[src/rtl/bit_history.sv]
// Reference-bit history shift register with a random-access read tap.
//   clk      : clock
//   rst      : asynchronous active-low reset, clears the history
//   shift_en : shift d_in into position 0 (newest bit)
//   d_in     : bit to shift in
//   rd_idx   : tap index, 0 = newest
//   rd_bit   : combinational read of the pre-shift contents at rd_idx
module bit_history #(
    parameter int unsigned DEPTH = 64,
    parameter int unsigned IDX_W = 6
) (
    input  logic             clk,
    input  logic             rst,
    input  logic             shift_en,
    input  logic             d_in,
    input  logic [IDX_W-1:0] rd_idx,
    output logic             rd_bit
);

    logic [DEPTH-1:0] hist_q, hist_d;

    always_comb begin
        hist_d = hist_q;
        if (shift_en) begin
            hist_d = {hist_q[DEPTH-2:0], d_in};
        end
    end

    always_ff @(posedge clk or negedge rst) begin
        if (!rst) begin
            hist_q <= '0;
        end else begin
            hist_q <= hist_d;
        end
    end

    // Read sees the register output, so a same-cycle shift never affects it.
    assign rd_bit = hist_q[rd_idx];

endmodule

[config.mk]
export PLATFORM = sky130hd
export DESIGN_NAME = bit_history
export DESIGN_NICKNAME = d
export VERILOG_FILES = /design/src/rtl/bit_history.sv
export SDC_FILE = /design/constraint.sdc
export NUM_CORES = 1
export LEC_CHECK = 0
export BUFFER_PORTS_ARGS = -buffer_cell sky130_fd_sc_hd__buf_2
export CORE_UTILIZATION = 65
export DETAILED_ROUTE_END_ITERATION = 10
export PLACE_DENSITY = 0.85
export SETUP_SLACK_MARGIN = 0.05
export SYNTH_ARGS = -nofsm -noshare
export SYNTH_HDL_FRONTEND = slang
export SYNTH_SLANG_ARGS = --single-unit
export TNS_END_PERCENT = 100
[constraint.sdc]
create_clock -name clk -period 8.3 [get_ports clk]
set_clock_uncertainty 0.15 [all_clocks]
set_input_delay 2.49 -clock clk [delete_from_list [all_inputs] [get_ports clk]]
set_output_delay 2.49 -clock clk [all_outputs]
set_load 0.005 [all_outputs]
# Word-level counts from Yosys, hierarchy flattened
# Cells that the tools add are included.
word_totals:
  ff_bits: 64
  latch_bits: 0
  mem_bits_rw: 0
  mem_bits_ro: 0
  in_bits: 10
  output_inout_bits: 1
  wordCells: 4
  n_memories: 0
classes:
  n_addsub: 0
  multipliers: 0
  div_mod_pow: 0
  order_cmp: 1
  eq_ne: 0
  n_shift: 0
  mux: 2
  bitwise: 0
  n_reduce_logical: 0
ops:
  columns: ["operator", "n"]
  rows:
  - ["$lt A6 B7 Y1 const B", 1]
  - ["$bmux W1 S6", 1]
  - ["$mux W1", 1]

# Depth between registers and ports, before layout
logic_depth:
  ltp_word: 2
  mapped_depth: 7
  mapped_depth_nobuf: 5

# Worst setup path before layout
# OpenSTA, ideal clock, no wires.
synth_path:
  path_kind: "input -> output"
  startpoint: "in rd_idx[0]"
  endpoint: "out rd_bit"
  arrival_time_ns: 3.639
  required_time_ns: 5.660
  slack_ns: 2.021
  stages: 6
  path_buffers: 1
  cell_sequence: "buf_6 -> mux4_2 -> o2111ai_1 -> nand3_1 -> a211oi_2 -> a211oi_2"
synth_via:
  elab_chain_cells: 2
synth_lines:
  columns: ["element", "line_no", "text"]
  rows:
  - ["start: declaration", "16", "input logic [IDX_W-1:0] rd_idx,"]
  - ["$bmux W1 S6", "38", "assign rd_bit = hist_q[rd_idx];"]
  - ["$mux W1 (implied by the code)", "38", null]
  - ["end: declaration", "17", "output logic rd_bit"]
# No other way between the ends. The select of a mux whose other input is x is not followed.

# Worst setup path after layout
# Ends and elaborated chain as after synthesis.

==> impl_metrics.env <==
export IMPL_globalplace_congestion=0.879
export IMPL_cts_htree_levels=3
export IMPL_path_clk_slew_ns=0.07
export IMPL_synth_top_family_by_area="multiplexers"
export IMPL_yosys_top_cells_area="dfrtp_1 54%, mux2_2 25%, mux4_2 8.4%, mux2i_1 1.7%, clkbuf_1 1.1%"
export IMPL_setup_tns_ns=0
export IMPL_cts_buffers=9
export IMPL_area_growth_pct=7.81
export IMPL_yosys_area_top_type_share_pct=54.3
export IMPL_critPathMaxFanout=21
export IMPL_regMostFlops="hist_q"
export IMPL_crit_path_start_kind="input pin"
export IMPL_power_density_nw_per_um2=242
export IMPL_grt_overflow_total=0
export IMPL_r2r_start="hist_q[30]$_DFFE_PN0P_"
export IMPL_whs_endpoint="hist_q[55]$_DFFE_PN0P_"
export IMPL_finalHoldViolCount=0
export IMPL_dieArea_um2=4810
export IMPL_via_per_inst=6.25
export IMPL_critPathSlowestCell="mux4_1"
export IMPL_synth_xor_area_share_pct=0
export IMPL_clk_latency_ns=0.34
export IMPL_fin_crit_ns=7.01
export IMPL_cts_root_buf="clkbuf_8"
export IMPL_ys_warnings_count=0
export IMPL_hpwl_um=3130
export IMPL_hold_class="flip-flop to flip-flop"
export IMPL_crit_type="input pin to primary output"
export IMPL_io_pins=11
export IMPL_worstHoldPathCells=1
export IMPL_synth_cell_area_um2=2950
export IMPL_row_count=24
export IMPL_rr_endpoint="hist_q[31]$_DFFE_PN0P_"
export IMPL_final_common_cell="mux2_2"
export IMPL_drtIter0Drc=168
export IMPL_max_freq_mhz=143
export IMPL_cts_buffer_depth=2
export IMPL_synth_compound_area_share_pct=3.27
export IMPL_layout_common_cells="65 x mux2_2, 64 x dfrtp_1, 11 x mux4_2, 11 x clkbuf_8, 10 x buf_2"
export IMPL_fin_crit_sh_pct=84.4
export IMPL_largest_reg_flops=64
export IMPL_peakVddDrop_mv=0.135
export IMPL_die_w_um=69.4
export IMPL_grt_pass1_vias=1723
export IMPL_cts_setup_buffers=0
export IMPL_vias=1631
export IMPL_post_cts_resized=0
export IMPL_antenna_found_initial=0
export IMPL_grt_pass1_wl_um=8270
export IMPL_crit_family="multiplexers"
export IMPL_relSlewSlack_pct=48.6
export IMPL_yosysSeqAreaShare_pct=54.3
export IMPL_status="complete, no violations"
export IMPL_fin_nets=217
export IMPL_yosys_area_share_simple_pct=4.07
export IMPL_path_buf_inv=2
export IMPL_setup_violations=0
export IMPL_crit_arrival_ns=4.37
export IMPL_nFillCells=282
export IMPL_slew_violations=0
export IMPL_yosys_area_top_type="dfrtp_1"
export IMPL_p_leak_nw=1.49
export IMPL_synthMuxAreaShare_pct=35.8
export IMPL_port_buffers=10
export IMPL_drt_total_wl_um=4750
export IMPL_utilization_pct=73.0
export IMPL_worst_pin_slew_ns=0.770
export IMPL_cp_end_kind="primary output"
export IMPL_start_util_pct=67.7
export IMPL_clock_sinks=64
export IMPL_diodes=0
export IMPL_reg2reg_depth=1
export IMPL_drt_pass1_iterations=4
export IMPL_syn_nets=207
export IMPL_crit_required_ns=5.66
export IMPL_maxCapViolCount=0
export IMPL_grt_total_usage_pct=22.5
export IMPL_core_um2=4350
export IMPL_synthAdderAreaFrac_pct=0
export IMPL_path_cells="buf_2 -> mux4_1 -> o2111ai_1 -> nand3_1 -> a211oi_2 -> a211oi_2 -> buf_2"
export IMPL_max_stage_delay_ns=0.65
export IMPL_hp_start="hist_q[54]$_DFFE_PN0P_"
export IMPL_rsz0062_at_grt="no"
export IMPL_remaining_drc_errors=0
export IMPL_antenna_left=0
export IMPL_reg_top3="hist_q x64"
export IMPL_synth_cell_types=26
export IMPL_synth_seq_cells=64
export IMPL_syn_inst=197
export IMPL_drive_above_1_share_pct=49.3
export IMPL_die_y_um=69.4
export IMPL_cts_tree="yes"
export IMPL_avgSynthCellArea_um2=15.0
export IMPL_grt_max_degree=65
export IMPL_post_drt_wl_per_cell_um=18.2
export IMPL_startpoint="rd_idx[0]"
export IMPL_cts_hold_buf=0
export IMPL_rrSetupSlack_ns=7.36
==> cells in the mapped netlist <==
cell type,n
a211oi_1,1
nand2b_1,2
a32oi_1,1
a221oi_2,1
mux2i_1,5
nand4_1,1
buf_2,3
buf_6,1
mux4_1,1
dfrtp_1,64
nor2b_1,2
o211ai_1,1
o2111ai_1,1
inv_1,4
nand2_1,3
nand3_1,2
mux4_2,11
nor3_1,2
a2111oi_0,1
mux2_2,65
a22oi_1,2
and3_1,2
a211oi_2,2
nor2_1,7
clkbuf_1,9
nor4_1,3
==> logic make-up after synthesis <==
kind of cell / after synthesis
muxes: 82
DFF: 64
and+or+nand+nor: 24
buffers and inverters: 17
AOI/OAI and AO/OA: 10
==> area by class of cell <==
cell class / count / area [um2] / share of cell area (%)
Timing Repair Buffer: 12 / 65.1 / 2.05
Sequential cell: 64 / 1600 / 50.4
Multi-Input combinational cell: 116 / 1270 / 40.0
Inverter: 4 / 15.0 / 0.472
Tap cell: 52 / 65.1 / 2.05
Clock inverter: 1 / 5.00 / 0.157
Clock buffer: 12 / 155 / 4.88
==> metrics by stage <==
stage / instance area [um2] / worst slack, ns / instances / hold WS, ns / power, mW
2_1_floorplan: 2950 / 2.02 / 197 / 0.325 / 0.511
3_3_place_gp: 3020 / 1.28 / 248 / 0.336 / 0.538
3_5_place_dp: 3020 / 1.27 / 248 / 0.363 / 0.552
4_1_cts: 3180 / 1.27 / 261 / 0.376 / 0.777
5_1_grt: 3180 / 1.14 / 261 / 0.394 / 0.806
6_report: 3180 / 1.29 / 261 / 0.367 / 0.770
==> report_power, final <==
| group | switching, mW | total, mW | internal [mW] | leakage [nW] |
|---|---|---|---|---|
| registers | 0.0442 | 0.418 | 0.374 | 0.845 |
| clock network | 0.105 | 0.224 | 0.119 | 0.0842 |
| logic | 0.0473 | 0.128 | 0.0808 | 0.562 |
==> routing by layer <==
metal | GRT usage [%] | share of wire [%] | up-vias | wire [um]
li1 | - | - | 750 | -
met1 | 30.5 | 47 | 847 | 2230
met2 | 34.5 | 48 | 24 | 2290
met3 | 4.51 | 2.4 | 10 | 114
met4 | 12.2 | 2.5 | 0 | 117
met5 | 0 | 0 | - | 0
==> worst max-delay path by stage <==
stage              to  slack, ns  cells after the start
2_1_floorplan  rd_bit       2.02                      6
3_3_place_gp   rd_bit       1.28                      7
3_5_place_dp   rd_bit       1.27                      7
4_1_cts        rd_bit       1.27                      7
5_1_grt        rd_bit       1.14                      7
6_report       rd_bit       1.29                      7
Power figures use the tool's default switching activity.
